--- src/rtl/alu_muldiv_seq_pkg.sv ---
// Shared constants for the multi-cycle MULTU/DIVU controller: ALU control codes,
// FSM state encoding and operation selects.
package alu_muldiv_seq_pkg;

  localparam logic [3:0] ALU_AND = 4'b0000;
  localparam logic [3:0] ALU_OR  = 4'b0001;
  localparam logic [3:0] ALU_ADD = 4'b0010;
  localparam logic [3:0] ALU_SUB = 4'b0110;
  localparam logic [3:0] ALU_SLT = 4'b0111;
  localparam logic [3:0] ALU_NOR = 4'b1100;

  typedef enum logic [1:0] {
    S_IDLE = 2'b00,
    S_MUL  = 2'b01,
    S_DIV  = 2'b10,
    S_DONE = 2'b11
  } state_e;

  localparam logic OP_MULTU = 1'b0;
  localparam logic OP_DIVU  = 1'b1;

endpackage

--- src/rtl/alu_muldiv_seq.sv ---
// Multi-cycle MULTU/DIVU sequencer: borrows the shared ALU for one add or subtract
// per cycle (shift-add multiply, restoring divide) and accumulates the result in HI/LO.
module alu_muldiv_seq
  import alu_muldiv_seq_pkg::*;
#(
  parameter int unsigned WIDTH = 32
) (
  input  logic             clk,
  input  logic             rst,
  input  logic             start,
  input  logic             op,
  input  logic [WIDTH-1:0] src_a,
  input  logic [WIDTH-1:0] src_b,
  output logic             busy,
  output logic             done,
  output logic             div_zero,
  output logic [WIDTH-1:0] hi,
  output logic [WIDTH-1:0] lo,
  output logic [3:0]       alu_ctrl,
  output logic [WIDTH-1:0] alu_a,
  output logic [WIDTH-1:0] alu_b,
  input  logic [WIDTH-1:0] alu_out,
  input  logic             alu_cf
);

  localparam int unsigned CW = $clog2(WIDTH) + 1;

  state_e           state_q, state_d;
  logic [WIDTH-1:0] hi_q, hi_d;
  logic [WIDTH-1:0] lo_q, lo_d;
  logic [WIDTH-1:0] opnd_q, opnd_d;
  logic [CW-1:0]    count_q, count_d;
  logic             dz_q, dz_d;

  logic             r_msb;
  logic [WIDTH-1:0] rs;

  // State and datapath registers
  always_ff @(posedge clk) begin
    if (rst) begin
      state_q <= S_IDLE;
      hi_q    <= '0;
      lo_q    <= '0;
      opnd_q  <= '0;
      count_q <= '0;
      dz_q    <= 1'b0;
    end else begin
      state_q <= state_d;
      hi_q    <= hi_d;
      lo_q    <= lo_d;
      opnd_q  <= opnd_d;
      count_q <= count_d;
      dz_q    <= dz_d;
    end
  end

  // Remainder shifted left by one, with the bit that falls off kept separately
  assign r_msb = hi_q[WIDTH-1];
  assign rs    = {hi_q[WIDTH-2:0], lo_q[WIDTH-1]};

  // Next-state, datapath update and ALU drive
  always_comb begin
    state_d  = state_q;
    hi_d     = hi_q;
    lo_d     = lo_q;
    opnd_d   = opnd_q;
    count_d  = count_q;
    dz_d     = dz_q;
    alu_ctrl = ALU_AND;
    alu_a    = '0;
    alu_b    = '0;

    unique case (state_q)
      S_IDLE, S_DONE: begin
        if (start) begin
          dz_d    = 1'b0;
          hi_d    = '0;
          lo_d    = src_a;
          opnd_d  = src_b;
          count_d = '0;
          if (op == OP_MULTU) begin
            state_d = S_MUL;
          end else if (src_b != '0) begin
            state_d = S_DIV;
          end else begin
            // Divide by zero finishes immediately with MIPS-style fill values
            state_d = S_DONE;
            hi_d    = src_a;
            lo_d    = '1;
            dz_d    = 1'b1;
          end
        end else if (state_q == S_DONE) begin
          state_d = S_IDLE;
        end
      end

      S_MUL: begin
        alu_ctrl     = ALU_ADD;
        alu_a        = hi_q;
        alu_b        = lo_q[0] ? opnd_q : '0;
        {hi_d, lo_d} = {alu_cf, alu_out, lo_q[WIDTH-1:1]};
      end

      S_DIV: begin
        alu_ctrl = ALU_SUB;
        alu_a    = rs;
        alu_b    = opnd_q;
        if (r_msb || !alu_cf) begin
          hi_d = alu_out;
          lo_d = {lo_q[WIDTH-2:0], 1'b1};
        end else begin
          hi_d = rs;
          lo_d = {lo_q[WIDTH-2:0], 1'b0};
        end
      end

      default: state_d = S_IDLE;
    endcase

    // Shared iteration counter for both multi-cycle operations
    if (state_q == S_MUL || state_q == S_DIV) begin
      if (count_q == CW'(WIDTH - 1)) begin
        state_d = S_DONE;
      end else begin
        count_d = count_q + CW'(1);
      end
    end
  end

  assign busy     = (state_q == S_MUL) || (state_q == S_DIV);
  assign done     = (state_q == S_DONE);
  assign div_zero = dz_q;
  assign hi       = hi_q;
  assign lo       = lo_q;

endmodule

--- config.mk ---
export PLATFORM = sky130hd
export DESIGN_NAME = alu_muldiv_seq
export DESIGN_NICKNAME = d
export VERILOG_FILES = /design/src/rtl/alu_muldiv_seq_pkg.sv /design/src/rtl/alu_muldiv_seq.sv
export SDC_FILE = /design/constraint.sdc
export NUM_CORES = 1
export LEC_CHECK = 0
export ABC_AREA = 1
export BUFFER_PORTS_ARGS = -buffer_cell sky130_fd_sc_hd__buf_2
export CELL_PAD_IN_SITES_DETAIL_PLACEMENT = 1
export CELL_PAD_IN_SITES_GLOBAL_PLACEMENT = 1
export CORE_MARGIN = 3
export CORE_UTILIZATION = 36
export DETAILED_ROUTE_END_ITERATION = 16
export PLACE_DENSITY_LB_ADDON = 0.1
export REMOVE_ABC_BUFFERS = 1
export SYNTH_ARGS = -nofsm -noshare
export SYNTH_HDL_FRONTEND = slang
export SYNTH_SLANG_ARGS = --single-unit
--- constraint.sdc ---
create_clock -name clk -period 2.7 [get_ports clk]
set_input_delay 0.27 -clock clk [delete_from_list [all_inputs] [get_ports clk]]
set_output_delay 0.27 -clock clk [all_outputs]
set_load 0.03 [all_outputs]
==> results of run 1 <==
[per-stage QoR]
| step | total power [W] | util (%) | instances | setup WS, ns |
|---|---|---|---|---|
| 6_report | 0.00740 | 46.5 | 1542 | 0.311 |
| 5_1_grt | 0.00794 | 46.5 | 1542 | 0.173 |
| 4_1_cts | 0.00746 | 46.5 | 1542 | 0.294 |
| 3_5_place_dp | 0.00607 | 44.7 | 1526 | 0.481 |
| 3_3_place_gp | 0.00600 | 44.7 | 1526 | 0.564 |
| 2_1_floorplan | 0.00456 | - | 1045 | -0.626 |
[flip-flops by register name, summed over array words and instances, names as in the netlist]
name / cells
div_zero: 1
count_q: 6
lo: 32
state_q: 2
hi: 32
opnd_q: 32
[logic make-up (layout without fill, tap and decap cells)]
group	after synthesis	in the layout
AO/OA/AOI/OAI	251	251
XOR/XNOR	3	3
AND/OR/NAND/NOR	541	541
other	1	2
flip-flops	105	105
buffers and inverters	221	411
adder cells (fa/ha/maj)	4	4
[how the worst min path moves through the flow]
stage                     startpoint    endpoint  cells after the start
after CTS                   src_b[0]   opnd_q[0]                      3
final                       src_b[7]   opnd_q[7]                      3
after global placement    opnd_q[16]  opnd_q[16]                      2
after detailed placement  opnd_q[24]  opnd_q[24]                      2
after global routing        src_b[7]   opnd_q[7]                      3
after floorplan                  rst  count_q[1]                      1
[cell type report]
class | count | area, µm²
timing repair buffer | 256 | 1400
inverter | 139 | 523
multi-input combinational | 801 | 3560
clock buffer | 11 | 253
clock inverter | 5 | 53.8
sequential | 105 | 2100
tap | 225 | 282
fill | 2537 | 9420
[where the power goes]
part           internal, W  switching (W)
sequential         0.00194       0.000260
clock             0.000768       0.000616
combinational      0.00105        0.00277
[cell usage in the layout (no fill, tap or decap), types with 4 or more instances in the layout]
master / count
inv_1: 137
o21ai_1: 5
nand3_1: 39
clkinv_2: 4
o22ai_1: 47
buf_2: 233
o21ai_0: 60
nand2_1: 324
buf_4: 18
dfxtp_1: 105
clkbuf_16: 9
nor2_1: 167
a21oi_1: 134
buf_12: 5
[critical path: stages (launching register included)]
cell and delay [ns]:
dfxtp_1 0.38, ha_2 0.50, buf_4 0.37, nand2_1 0.10, a21oi_1 0.17, buf_2 0.22
[per-layer routing]
layer  vias to the layer above  global-route usage (%)
met5                         -                       0
met4                         2                    5.51
met3                        20                    4.10
met2                       204                    40.2
met1                      3692                    33.2
li1                       3906                       -
==> results.cfg, run 1 <==
[die]
die_h_um = 141
initial_utilization_pct = 37.3
dieArea_um2 = 19900
ioPinCount = 236
coreArea_um2 = 17600
die_x_um = 141
num_rows = 48

[synthesis]
syn_avg_cell_area_um2 = 5.83
ys_top_cells_by_count = nand2_1, nor2_1, inv_1
yosys_warnings = 0
yosys.area.top_type_share_pct = 32.0
synth_cells = 1126
synth_mux_area_share_pct = 0
async_flop_share_pct = 0
synth_area_leaders = dfxtp_1, nand2_1, a21oi_1, nor2_1, inv_1
yosysMostFrequentCell = nand2_1
synthAdderAreaFrac_pct = 0.762
ys_seq_elements = 105
synth_seq_area_share_pct = 32.0
synth.cell_area_um2 = 6560
synthSimpleGateAreaFrac_pct = 32.6
synth_cell_types = 29
synth_top_family_by_area = simple AND/OR/NAND/NOR gates
synth_ff_type = dfxtp_1
synth-compound-area-share_pct = 20.2
synth_top_area_cell = dfxtp_1
synth-edff-count = 0
synth_xor_area_share_pct = 0.400

[routing]
drt_iter0_markers = 342
antenna_left = 0
route.met2.wl_mm = 11.5
route.met3.wl_mm = 1.43
highest_layer = met5
wl_per_cell_um = 16.0
first_pass_iters = 5
wl_met1_mm = 11.5
vias_per_cell = 5.07
num_vias = 7824
drc = 0
routed_wl_mm = 24.7

[setup_path]
endpoint = alu_a[17]
r2r_cells = 8
critPathLaunch = state_q[0]
r2r-start = state_q[0]
worstSetupEndpointType = output port
crit_path_max_fanout = 24
r2r_slack_ns = 0.49
start_kind = register
r2r_end = lo[16]
required_ns = 2.43
critPathKind = reg -> out
cp.arrival_ns = 2.12

[cts]
cts_root_buffer = clkbuf_16
post-cts-setup-buffers = 0
cts-buffers-inserted = 9
clock_latency_ns = 0.35
cts_resized = 0
cts-htree-levels = 3
clk_pin_slew_worst_paths_ns = 0.07
cts_tree = built
hold_buffers = 0
cts_buffer_depth = 2
cts_sinks = 105

[power_and_ir_drop]
ir_worst_vdd_uv = 492
p_leak_nw = 4.17
power-per-cell-area_nw_per_um2 = 905

[hold_path]
hold_path.class = in -> reg

[global_routing]
grt_antenna_before_repair = 1
grt_max_degree = 71
grt_pass1_wl_mm = 39.9
grt.total_usage_pct = 24.3
grt_pass1_vias = 7629
gr-total-overflow = 0

[layout]
diodes = 0
layout-drive-gt1-share_pct = 21.6
layout.nets = 1417
area_growth_pct = 24.6
final_area_um2 = 8180

[sta]
timing.setup.tns_ns = 0
clock-skew-final_ns = 0.00592
finalSetupViolations = 0
rsz0062_at_grt = false
maxSlewViolCount = 0
hold_viol = 0
finalCriticalPeriod_ns = 2.39
fin_hold_ws_ns = 0.182
tightest_slew_ns = 0.714
fmaxAchievable_mhz = 419
max_slew_margin_pct = 52.4
period_share_pct = 88.5

[flow_run]
drv_cap = 0

[place]
dpl_cell_area_um2 = 7870
gp_congestion = 0.802
dpl.hpwl_mm = 17.6
port-buffer-count = 233

[run_status]
status = complete, no violations
(Power assumes the default switching activity.)
==> inputs of run 2 (changes only) <==
--- a/config.mk
+++ b/config.mk
@@ -6,7 +6,7 @@
 export NUM_CORES = 1
 export LEC_CHECK = 0
 export ABC_AREA = 1
-export BUFFER_PORTS_ARGS = -buffer_cell sky130_fd_sc_hd__buf_2
+export BUFFER_PORTS_ARGS = -buffer_cell sky130_fd_sc_hd__buf_4
 export CELL_PAD_IN_SITES_DETAIL_PLACEMENT = 1
 export CELL_PAD_IN_SITES_GLOBAL_PLACEMENT = 1
 export CORE_MARGIN = 3
==> results.cfg, run 2 (synthesized netlist as in run 1, its figures left out) <==
[setup_path]
worstSetupEndpointType = output port
r2r_end = lo[12]
endpoint = alu_b[26]
slowest_stage = a21oi_2
r2r-start = state_q[0]
crit_path_max_fanout = 13
r2r_cells = 7
path_common_cell = buf_4
r2r_slack_ns = 0.43
path_cells = inv_1 -> ha_2 -> a21oi_2 -> buf_4 -> nor2_1 -> buf_4
required_ns = 2.43
critPathLaunch = state_q[0]
critPathKind = reg -> out
crit_path_max_incr_delay_ns = 0.44
cp.arrival_ns = 2.07
start_kind = register

[power_and_ir_drop]
combPwrFrac_pct = 52.1
p_leak_nw = 4.26
swShare_pct = 47.2
power_frac_seq_pct = 28.9
ir_worst_vdd_uv = 421
netSwitchingPower_w = 0.00364
power-per-cell-area_nw_per_um2 = 877
p_clk_share_pct = 19.0
p_int_w = 0.00406

[routing]
wl_per_cell_um = 16.3
drc = 0
vias_per_cell = 5.12
drt_iter0_markers = 464
first_pass_iters = 5
antenna_left = 0
num_vias = 7902
routed_wl_mm = 25.2

[sta]
hold_viol = 0
tightest_slew_ns = 0.715
max_slew_margin_pct = 52.2
finalSetupViolations = 0
finalCriticalPeriod_ns = 2.34
period_share_pct = 86.6
timing.setup.tns_ns = 0
fmaxAchievable_mhz = 428
setup_slack_ns = 0.363
maxSlewViolCount = 0
clock-skew-final_ns = 0.00694
rsz0062_at_grt = false

[die]
coreArea_um2 = 17600
ioPinCount = 236
num_rows = 48
dieArea_um2 = 19900
initial_utilization_pct = 37.3
die_x_um = 141
die_h_um = 141

[global_routing]
grt.total_usage_pct = 24.7
grt_use_met3_pct = 4.65
grt_max_degree = 71
busiest_layer = met2
gr-total-overflow = 0
use_met1_pct = 32.2
grt_antenna_before_repair = 0
grt_pass1_vias = 7865
grt_pass1_wl_mm = 40.4
gr-usage-met2_pct = 42.1

[cts]
cts_resized = 0
hold_buffers = 0
cts_tree = built
cts_buffer_depth = 2
cts_root_buffer = clkbuf_16
clk_pin_slew_worst_paths_ns = 0.07
clock_latency_ns = 0.34
post-cts-setup-buffers = 0
cts-buffers-inserted = 9
cts-htree-levels = 3
cts_sinks = 105

[layout]
layout.nets = 1418
diodes = 0
final_cell_mix = nand2_1, buf_4, nor2_1
final_common_cell = nand2_1
area_growth_pct = 33.8
layout-drive-gt1-share_pct = 21.6

[place]
dpl.hpwl_mm = 18.2
place_ws_ns = 0.426
port-buffer-count = 233
gp_congestion = 0.798

[run_status]
status = complete, no violations

[hold_path]
hold_path.class = in -> reg

[flow_run]
drv_cap = 0
run 2: power groups by stage:
| stage | clock network (W) | logic, W | registers, W |
|---|---|---|---|
| global placement | 0 | 0.00396 | 0.00225 |
| global route | 0.00156 | 0.00442 | 0.00228 |
| detailed placement | 0 | 0.00402 | 0.00226 |
| floorplan | 0 | 0.00198 | 0.00258 |
| CTS | 0.00149 | 0.00403 | 0.00223 |
| finish | 0.00146 | 0.00401 | 0.00223 |
run 2: worst min path at each step:
stage                          start         end  depth (start not counted)
after floorplan                  rst  count_q[1]                          1
after global placement     opnd_q[7]   opnd_q[7]                          2
after detailed placement  opnd_q[19]  opnd_q[19]                          2
after CTS                   src_b[7]   opnd_q[7]                          3
after global routing       src_b[18]  opnd_q[18]                          3
final                       src_b[7]   opnd_q[7]                          3
run 2: metrics by stage:
stage	instance area [µm²]	hold WS, ns	total power, W	util, %	instances
after floorplan	6180	0.339	0.00456	-	1045
after CTS	8780	0.181	0.00775	49.9	1542
after detailed placement	8450	0.472	0.00628	48.0	1527
after global placement	8450	0.463	0.00621	48.0	1527
after global routing	8780	0.194	0.00825	49.9	1542
final	8780	0.186	0.00770	49.9	1542
run 2: routing by layer:
layer | vias up | share of wire, % | routed length (µm)
met5 | - | 0 | 0
met2 | 229 | 48 | 12100
met3 | 24 | 6.0 | 1520
li1 | 3906 | - | -
met1 | 3743 | 44 | 11200
met4 | 0 | 1.4 | 362
run 2: worst max-delay path, delay by kind of cell (launching register included):
kind,cells,cell delay (ns)
buffers and inverters,3,0.53
AO/OA/AOI/OAI,1,0.44
flip-flops,1,0.38
adder cells (fa/ha/maj),1,0.30
AND/OR/NAND/NOR,1,0.08
run 2: final cells by class:
type / count / area, µm²
Tap cell: 225 / 282
Clock buffer: 13 / 270
Multi-Input combinational cell: 801 / 3560
Inverter: 139 / 523
Sequential cell: 105 / 2100
Timing Repair Buffer: 257 / 1980
Clock inverter: 2 / 60.1
Fill cell: 2483 / 8820
